## src/rtl/nic_pkg.sv

```systemverilog
// Shared constants for the network interface controller: data width, VC bit and
// processor register map.
package nic_pkg;

  localparam int unsigned DATA_W = 64;
  localparam int unsigned VC_BIT = DATA_W - 1;
  localparam int unsigned ADDR_W = 2;

  localparam logic [ADDR_W-1:0] ADDR_IN_DATA  = 2'b00;
  localparam logic [ADDR_W-1:0] ADDR_IN_STAT  = 2'b01;
  localparam logic [ADDR_W-1:0] ADDR_OUT_DATA = 2'b10;
  localparam logic [ADDR_W-1:0] ADDR_OUT_STAT = 2'b11;

endpackage

```

## src/rtl/nic_chan_buf.sv

```systemverilog
// Single-entry channel buffer: data register plus full flag.
// Load and clear are mutually exclusive by construction in the parent.
module nic_chan_buf
  import nic_pkg::*;
(
  input  logic              clk,
  input  logic              reset,
  input  logic              load,
  input  logic              clear,
  input  logic [DATA_W-1:0] d,
  output logic [DATA_W-1:0] q,
  output logic              full
);

  // Data persists after clear so a later read of an empty buffer returns stale contents.
  always_ff @(posedge clk) begin
    if (reset) begin
      q    <= '0;
      full <= 1'b0;
    end else if (load) begin
      q    <= d;
      full <= 1'b1;
    end else if (clear) begin
      full <= 1'b0;
    end
  end

endmodule

```

## src/rtl/nic.sv

```systemverilog
// Network interface controller: processor register port on one side, router
// ready/send handshake gated by VC polarity on the other.
module nic
  import nic_pkg::*;
(
  input  logic              clk,
  input  logic              reset,
  input  logic [ADDR_W-1:0] addr,
  input  logic [DATA_W-1:0] d_in,
  output logic [DATA_W-1:0] d_out,
  input  logic              nicEn,
  input  logic              nicWrEn,
  output logic              net_so,
  input  logic              net_ro,
  output logic [DATA_W-1:0] net_do,
  input  logic              net_polarity,
  input  logic              net_si,
  output logic              net_ri,
  input  logic [DATA_W-1:0] net_di
);

  logic [DATA_W-1:0] in_buf;
  logic [DATA_W-1:0] out_buf;
  logic              in_full;
  logic              out_full;
  logic              proc_rd;
  logic              proc_wr;
  logic              in_load;
  logic              in_clear;
  logic              out_load;

  assign proc_rd  = nicEn & ~nicWrEn;
  assign proc_wr  = nicEn & nicWrEn;

  // Drain only when the buffer actually holds a packet; a receive is then impossible.
  assign in_clear = proc_rd & (addr == ADDR_IN_DATA) & in_full;
  assign in_load  = net_si & ~in_full;

  // No bypass: a write during a send sees out_full=1 and is dropped.
  assign out_load = proc_wr & (addr == ADDR_OUT_DATA) & ~out_full;

  assign net_so = out_full & net_ro & (out_buf[VC_BIT] == ~net_polarity);
  assign net_do = out_buf;
  assign net_ri = ~in_full;

  nic_chan_buf u_in_buf (
    .clk   (clk),
    .reset (reset),
    .load  (in_load),
    .clear (in_clear),
    .d     (net_di),
    .q     (in_buf),
    .full  (in_full)
  );

  nic_chan_buf u_out_buf (
    .clk   (clk),
    .reset (reset),
    .load  (out_load),
    .clear (net_so),
    .d     (d_in),
    .q     (out_buf),
    .full  (out_full)
  );

  // Combinational register read; output data register reads as zero.
  always_comb begin
    d_out = '0;
    if (proc_rd) begin
      case (addr)
        ADDR_IN_DATA:  d_out = in_buf;
        ADDR_IN_STAT:  d_out = DATA_W'(in_full);
        ADDR_OUT_STAT: d_out = DATA_W'(out_full);
        default:       d_out = '0;
      endcase
    end
  end

endmodule

```

## config.mk

```make
export PLATFORM = sky130hd
export DESIGN_NAME = nic
export DESIGN_NICKNAME = d
export VERILOG_FILES = /design/src/rtl/nic_pkg.sv /design/src/rtl/nic_chan_buf.sv /design/src/rtl/nic.sv
export SDC_FILE = /design/constraint.sdc
export NUM_CORES = 1
export LEC_CHECK = 0
export CORE_MARGIN = 5
export CORE_UTILIZATION = 43
export CTS_CLUSTER_DIAMETER = 100
export DETAILED_ROUTE_END_ITERATION = 10
export PLACE_DENSITY_LB_ADDON = 0.12
export SKIP_CTS_REPAIR_TIMING = 1
export SLEW_MARGIN = 30
export SYNTH_ARGS = -nofsm -noshare
export SYNTH_HDL_FRONTEND = slang
export SYNTH_HIERARCHICAL = 1
export SYNTH_SLANG_ARGS = --single-unit
```

## constraint.sdc

```tcl
create_clock -name clk -period 3.75 [get_ports clk]
set_clock_uncertainty 0.2 [all_clocks]
set_input_delay 0.75 -clock clk [delete_from_list [all_inputs] [get_ports clk]]
set_output_delay 0.75 -clock clk [all_outputs]
set_load 0.05 [all_outputs]
```

; After elaboration in Yosys (flattened, before gate mapping)
; Cells that the tools add are included.
[op_classes]
eq_ne = 4
mux = 6
n_bitwise = 13
n_reduce_logical = 3
[op_table]
columns = operator, count
row1 = one-hot mux 64 bit (3 select lines), 1
row2 = 2-to-1 mux 64 bit, 1
row3 = AND 1 bit, 9
row4 = == test 2 bit (second input constant), 2
row5 = 2-to-1 mux 1 bit, 4
row6 = NOT 1 bit, 4
row7 = nonzero test 2 bit, 2
row8 = == test 2 x 1 -> 1 bit (second input constant), 1
row9 = zero test 2 bit, 1
row10 = == test 1 bit, 1
[totals]
word_cells = 30
ff_bits = 130
out_inout_bits = 130
inputBits = 137

; Logic depth before layout (Yosys ltp)
; Gate-level depths: netlist (run 1).
[logic_depth]
word_depth = 6
depth_mapped = 6
mapped_depth_nobuf = 4

; Cells and area by module
; The synthesis (run 1) kept the hierarchy.
[by_module_without_submodules]
columns = mod, area_each_um2, seq_area_each_um2, cells_each, n_inst
row1 = nic_chan_buf, 2344.7, 1301.2, 210, 2
row2 = nic, 589.3, 0.0, 82, 1

; Least setup slack after synthesis (run 1)
; OpenSTA, ideal clock, no wires.
[synth_timing]
path_type = input to output
from = input port addr[0]
to = output port d_out[0]
required_time_ns = 2.800
n_path_buf = 0
slack_ns = -0.535
arrival_ns = 3.335
stages = 2
cell_sequence = mux2i_1 -> a2111oi_0
[synth_via]
elab_chain_cells = 3
word_cells_on_any_way = 5
[synth_lines]
columns = element, line_no
row1 = "start, declared", nic.sv:8  ; input logic [ADDR_W-1:0] addr,
row2 = "== test 2 bit, or another cell as far along", nic.sv:70  ; case (addr)
row3 = one-hot mux 64 bit (3 select lines) (*), nic.sv:70
row4 = 2-to-1 mux 64 bit (*), nic.sv:69  ; if (proc_rd) begin
row5 = "end, declared", nic.sv:10  ; output logic [DATA_W-1:0] d_out,
; Mark *: on every way between the ends. The rest lies on a longest branch, timed or not.

; Final worst setup path (run 1)
[layout_timing]
from = input port net_polarity
to = output port net_so
[layout_via]
elab_chain_cells = 3
[layout_lines]
columns = element, line_no
row1 = "start, declared", nic.sv:16  ; input logic net_polarity,
row2 = NOT 1 bit, nic.sv:42  ; assign net_so = out_full & net_ro & (out_buf[VC_BIT] == ~net_polarity);
row3 = == test 1 bit, nic.sv:42
row4 = AND 1 bit, nic.sv:42
row5 = "end, declared", nic.sv:13  ; output logic net_so,
; Every way passes these cells.

==> results of run 1 <==
[cells in the final DEF, fill, tap and decap left out]
master           instances
mux2i_1                129
nand2_1                  1
nor2b_4                  1
dfxtp_1                130
xor2_1                   1
nor4_2                   1
inv_1                    3
a21boi_0                 1
buf_12                  68
and3_1                   1
clkinv_2                 5
inv_2                    2
clkbuf_16               17
clkbuf_1                 7
and2_2                  53
bufinv_16                1
buf_4                    2
and2_1                  11
a21oi_1                  2
a2111oi_1                1
clkbuf_8                 2
nor4b_4                  1
nand2b_1                 2
nor2_1                 128
clkdlybuf4s50_1        201
[worst paths after layout]
path | endpoint | slack [ns]
max | net_so | 0.43
min | u_in_buf/q[28]$_SDFFE_PP0P_ | 0.28
max reg2reg | u_in_buf/q[25]$_SDFFE_PP0P_ | 1.89
min reg2reg | u_in_buf/q[28]$_SDFFE_PP0P_ | 0.28
[layout make-up]
| class | count | share of cell area [%] |
|---|---|---|
| Timing Repair Buffer | 271 | 37.34 |
| Tap cell | 147 | 2.027 |
| Multi-Input combinational cell | 333 | 25.87 |
| Clock buffer | 26 | 5.281 |
| Sequential cell | 130 | 28.68 |
| Clock inverter | 6 | 0.6066 |
| Inverter | 5 | 0.2068 |
[routing by layer]
metal	track usage, %	wire length [µm]
met1	22.05	5666
met4	11.33	573
met5	0	0
met2	36.99	7878
met3	8.559	1332
[power by group through the flow]
| stage | Sequential [µW] | Clock, µW | Combinational [µW] |
|---|---|---|---|
| finish | 1470 | 1490 | 468 |
| global route | 1480 | 1590 | 501 |
| CTS | 1470 | 1520 | 473 |
| detailed placement | 1500 | 0 | 470 |
| global placement | 1500 | 0 | 459 |
| floorplan | 1540 | 0 | 209 |
[per-stage QoR]
stage | setup WS (ns) | power [µW]
finish | 0.4284 | 3431
global route | 0.3589 | 3575
CTS | 0.4229 | 3468
detailed placement | 0.4323 | 1972
global placement | 0.4059 | 1957
floorplan | 0.1224 | 1752
[kinds of logic (layout without fill, tap and decap cells)]
kind of cell	after synthesis	after routing	share of synthesized area [%]
and+or+nand+nor	199	199	19.06
muxes	129	129	24.46
DFF	130	130	49.30
buffers and inverters	39	308	6.518
AOI/OAI and AO/OA	4	4	0.4978
xor gates and xnor gates	1	1	0.1659
[sequential cells by signal, indices dropped and copies added (netlist names)]
| name | count |
|---|---|
| u_in_buf/full | 1 |
| u_in_buf/q | 64 |
| u_out_buf/full | 1 |
| u_out_buf/q | 64 |
[worst min-delay path: cells and delay by family (launching register included)]
kind | cells | cell delay (ns)
flops | 1 | 0.32
mux | 1 | 0.06
simple gates | 1 | 0.07
==> summary.txt, run 1 <==
Critical path class -> input pin to output port
Yosys reg bits -> 130
Fmax -> 0.3011 GHz
Area after DPL -> 0.008541 mm²
Diode count -> 0
Placed cells -> 886
Area taken by multi-input logic gates -> 0.002347 mm²
Critical Path AT -> 2.37 ns
Core area -> 0.01201 mm²
Die H -> 120.8 µm
RD Place Congestion -> 0.8044
Die area -> 0.01459 mm²
Total CTS buffers -> 17
Total track usage -> 21.34%
Crit path cell chain -> clkdlybuf4s50_1 > xor2_1 > and3_1 > clkdlybuf4s50_1
Largest net degree at the start of global routing -> 73
Crit-path max FO -> 2
WP depth -> 4
Via density -> 4.766
Ys flop type -> dfxtp_1
Leakage -> 0.003574 µW
DRC -> 0
WHS Path Cells -> 2
ANT nets after route -> 0
Final setup fails -> 0
Status -> finished clean
Slowest-stage cell, CP -> clkdlybuf4s50_1
Clk buf depth -> 2
Post-Syn Area -> 0.005279 mm²
Num rows -> 40
Worst-Skew Late Latency -> 0.41 ns
Top cells by area, synth -> dfxtp_1 49%, mux2i_1 24%, nor2_1 9.1%
Finished Cell Area -> 0.009075 mm²
Setup TNS -> 0 ns
RR Startpoint -> u_in_buf/full$_SDFFE_PP0P_
Worst path top cell family by delay -> buffers and inverters
Critical path launch point -> net_polarity
Tmin final -> 3.322 ns
Comb power frac -> 13.6%
PwrDens -> 378.1 mW/mm²
Max_slew headroom -> 57.59%
Root Driver -> clkbuf_16
Syn nets -> 639
Layout cell share with drive strength beyond 1 -> 19.84%
Internal -> 2638 µW
Seq pwr share -> 43.0%
Worst path required time -> 2.80 ns
Min-delay src -> u_in_buf/q[28]$_SDFFE_PP0P_
Synth unique cells -> 24
Hold_ws -> 0.2828 ns
Share of the synthesized area in the top cell type -> 49.30%
Commonest cells in the netlist -> 130 x dfxtp_1, 129 x mux2i_1, 128 x nor2_1
I/O pins -> 267
Cell taking the most area after synthesis -> dfxtp_1
Ys async rst share -> 0%
Post-Route WL -> 15450 µm
Min-delay worst type -> flop to flop
Util after Layout -> 75.55%
GRT overflow -> 0
Setup crit start kind -> input pin
Syn. warnings -> 6
RSZ-0062 raised after global routing -> no
Clk sink count -> 130
Peak supply drop -> 0.2547 mV
First-pass GRT wire length -> 24280 µm
Clk pwr share -> 43.4%
# fillers -> 850
Final #Nets -> 895
CP most frequent cell -> clkdlybuf4s50_1
Slew Viols, Final -> 0
Number of global-route vias before repair -> 4717
Final cycle utilization of the critical path -> 88.58%
Worst path buffer plus inverter count -> 2
WL per Instance -> 16.83 µm
Final hold vios -> 0
Max-cap violations -> 0
Number of synthesized flops with an enable pin -> 0
Initial core utilization -> 43.95%
Initial antenna violation count -> 0
Most common cell in the netlist -> dfxtp_1
Seq/Total Area, Yosys -> 49.30%
Port Buffer Count -> 266
Register area -> 0.002603 mm²
DR vias -> 4375
Hpwl dp -> 11540 µm
Switching share of power -> 23.13%
Non-filler cells, final -> 918
Critical Path Sink Type -> output port
Post-Syn Area per Cell -> 10.52 µm²
Max incr delay on CP -> 0.81 ns
Layout area overhead -> 71.91%
Worst slew pin tran -> 0.6362 ns
DR iter-0 viols -> 167
Die X -> 120.8 µm
Post-Syn Instances -> 502
Number of detailed-route iterations in the first pass -> 4
H-tree depth -> 4
Net Switching -> 793.8 µW
CTS tree -> done
Worst Reg-to-Reg Cells -> 4
Clock transition at path regs -> 0.05 ns
(Power assumes the default switching activity.)
==> inputs of run 2 (changes only) <==
==> constraint.sdc (replaced) <==
create_clock -name clk -period 3.75 [get_ports clk]
set_clock_uncertainty 0.2 [all_clocks]
set_input_delay 1.125 -clock clk [delete_from_list [all_inputs] [get_ports clk]]
set_output_delay 1.125 -clock clk [all_outputs]
set_load 0.05 [all_outputs]
==> run 2 against run 1 <==
Flip-flop and latch count is the same. Worst hold slack gained 0.0012 ns. Cell area grew 2.6%.
==> summary.txt, run 2 (synthesis results as in run 1) <==
Setup crit start kind -> input pin
Hold_ws -> 0.2840 ns (+0.001170 ns)
Final setup fails -> 0 (unchanged)
Num rows -> 40 (unchanged)
Initial antenna violation count -> 1 (+1)
Via density -> 4.792 (+0.56%)
Commonest non-fill, non-tap cell in the layout -> clkdlybuf4s50_1
RD Place Congestion -> 0.8082 (+0.47%)
Number of global-route vias before repair -> 4586 (-2.8%)
Max-cap violations -> 0 (unchanged)
Total power -> 3543 µW (+3.2%)
Min-delay worst type -> flop to flop
Largest net degree at the start of global routing -> 66 (-9.6%)
WL per Instance -> 18.16 µm (+7.9%)
Most frequent cells in the layout -> 196 x clkdlybuf4s50_1, 130 x dfxtp_1, 129 x mux2i_1, 128 x nor2_1, 68 x buf_12
Crit-path max FO -> 8 (+6)
DR vias -> 4452 (+1.8%)
H-tree depth -> 4 (unchanged)
Max_slew headroom -> 57.19% (-0.40 points)
Total track usage -> 21.53% (+0.20 points)
DR iter-0 viols -> 205 (+23%)
Clock transition at path regs -> 0.05 ns (about the same)
Hpwl dp -> 11890 µm (+3.0%)
Worst-Skew Late Latency -> 0.40 ns (about the same)
Met2 wire length -> 8728 µm (+11%)
CTS tree -> done
PwrDens -> 380.4 mW/mm² (+0.61%)
Total CTS buffers -> 17 (unchanged)
I/O pins -> 267 (unchanged)
Met3 wire length -> 1392 µm (+4.5%)
Root Driver -> clkbuf_16
Worst reg-to-reg setup slack -> 1.87 ns (-0.02 ns)
Worst path required time -> 2.42 ns (-0.38 ns)
Critical Path Sink Type -> output port
Core area -> 0.01201 mm² (unchanged)
Post-Route WL -> 16870 µm (+9.2%)
Biggest regs -> u_in_buf/q: 64 flops, u_out_buf/q: 64 flops
Die H -> 120.8 µm (unchanged)
Status -> finished clean
Number of detailed-route iterations in the first pass -> 4 (unchanged)
Clk sink count -> 130 (unchanged)
Highest Signal Layer -> met4
M1 wire length -> 6211 µm (+9.6%)
Critical path class -> input pin to output port
Fmax -> 0.2707 GHz (-10%)
Final hold vios -> 0 (unchanged)
Final cycle utilization of the critical path -> 98.52% (+9.9 points)
First-pass GRT wire length -> 24230 µm (-0.20%)
Die area -> 0.01459 mm² (unchanged)
GRT overflow -> 0 (unchanged)
Finished Cell Area -> 0.009313 mm² (+2.6%)
ANT nets after route -> 0 (unchanged)
Port Buffer Count -> 266 (unchanged)
Die X -> 120.8 µm (unchanged)
Slew Viols, Final -> 0 (unchanged)
Final #Nets -> 906 (+1.2%)
Clk buf depth -> 2 (unchanged)
Layout area overhead -> 76.42%
RSZ-0062 raised after global routing -> no
Worst slew pin tran -> 0.6421 ns (+0.005943 ns)
Tmin final -> 3.695 ns (+0.3730 ns)
Critical Path AT -> 2.37 ns (about the same)
Peak supply drop -> 0.3197 mV (+26%)
Leakage -> 0.003720 µW (+4.1%)
Area after DPL -> 0.008581 mm² (+0.47%)
Initial core utilization -> 43.95% (unchanged)
DRC -> 0 (unchanged)
Layout cell share with drive strength beyond 1 -> 21.64% (+1.8 points)
==> run 2: worst paths after layout <==
kind         depth (start not counted)                      endpoint                        start
max                                  6                     d_out[63]                      addr[0]
min                                  2   u_in_buf/q[13]$_SDFFE_PP0P_  u_in_buf/q[13]$_SDFFE_PP0P_
min reg2reg                          2   u_in_buf/q[13]$_SDFFE_PP0P_  u_in_buf/q[13]$_SDFFE_PP0P_
max reg2reg                          4  u_out_buf/q[51]$_SDFFE_PP0P_  u_out_buf/full$_SDFFE_PP0P_
==> run 2: power by group <==
part	total [µW]	leakage [µW]	switching (µW)	internal (µW)
registers	1480	0.00106	31.5	1440
logic	487	0.00237	225	262
clock network	1580	0.000289	551	1030
==> run 2: metrics by stage <==
step | cells | utilization, % | worst slack, ns | setup TNS, ns
floorplan | 502 | - | 0.04828 | 0
global placement | 891 | 71.44 | -0.1705 | -9.474
detailed placement | 891 | 71.44 | -0.2457 | -11.28
CTS | 922 | 76.25 | -0.2487 | -11.73
global route | 929 | 77.53 | 0.01449 | 0
finish | 929 | 77.53 | 0.05542 | 0
==> run 2: cell type report <==
type	count	area [µm²]
Timing Repair Buffer	282	3542
Fill cell	833	2699
Sequential cell	130	2603
Multi-Input combinational cell	333	2385
Clock buffer	27	533.0
Tap cell	147	183.9
Clock inverter	4	45.04
Inverter	5	18.77
Antenna cell	1	2.502
==> run 2: worst max-delay path: stages <==
cell and delay [ns]:
dlymetal6s2s_1 0.19, nor4b_4 0.39, buf_6 0.20, clkbuf_16 0.16, and2_4 0.15, buf_12 0.13
==> run 2: layer usage <==
metal,GRT usage [%],up-vias
li1,-,2175
met1,22.16,2056
met2,38.14,187
met3,8.746,34
met4,9.844,0
met5,0,-
==> inputs of run 3 (changes only) <==
CAP_MARGIN = 20   (was unset)
CTS_CLUSTER_SIZE = 12   (was unset)
==> results of run 3 <==
Final layout, timing and power as in run 2 (identical DEF).
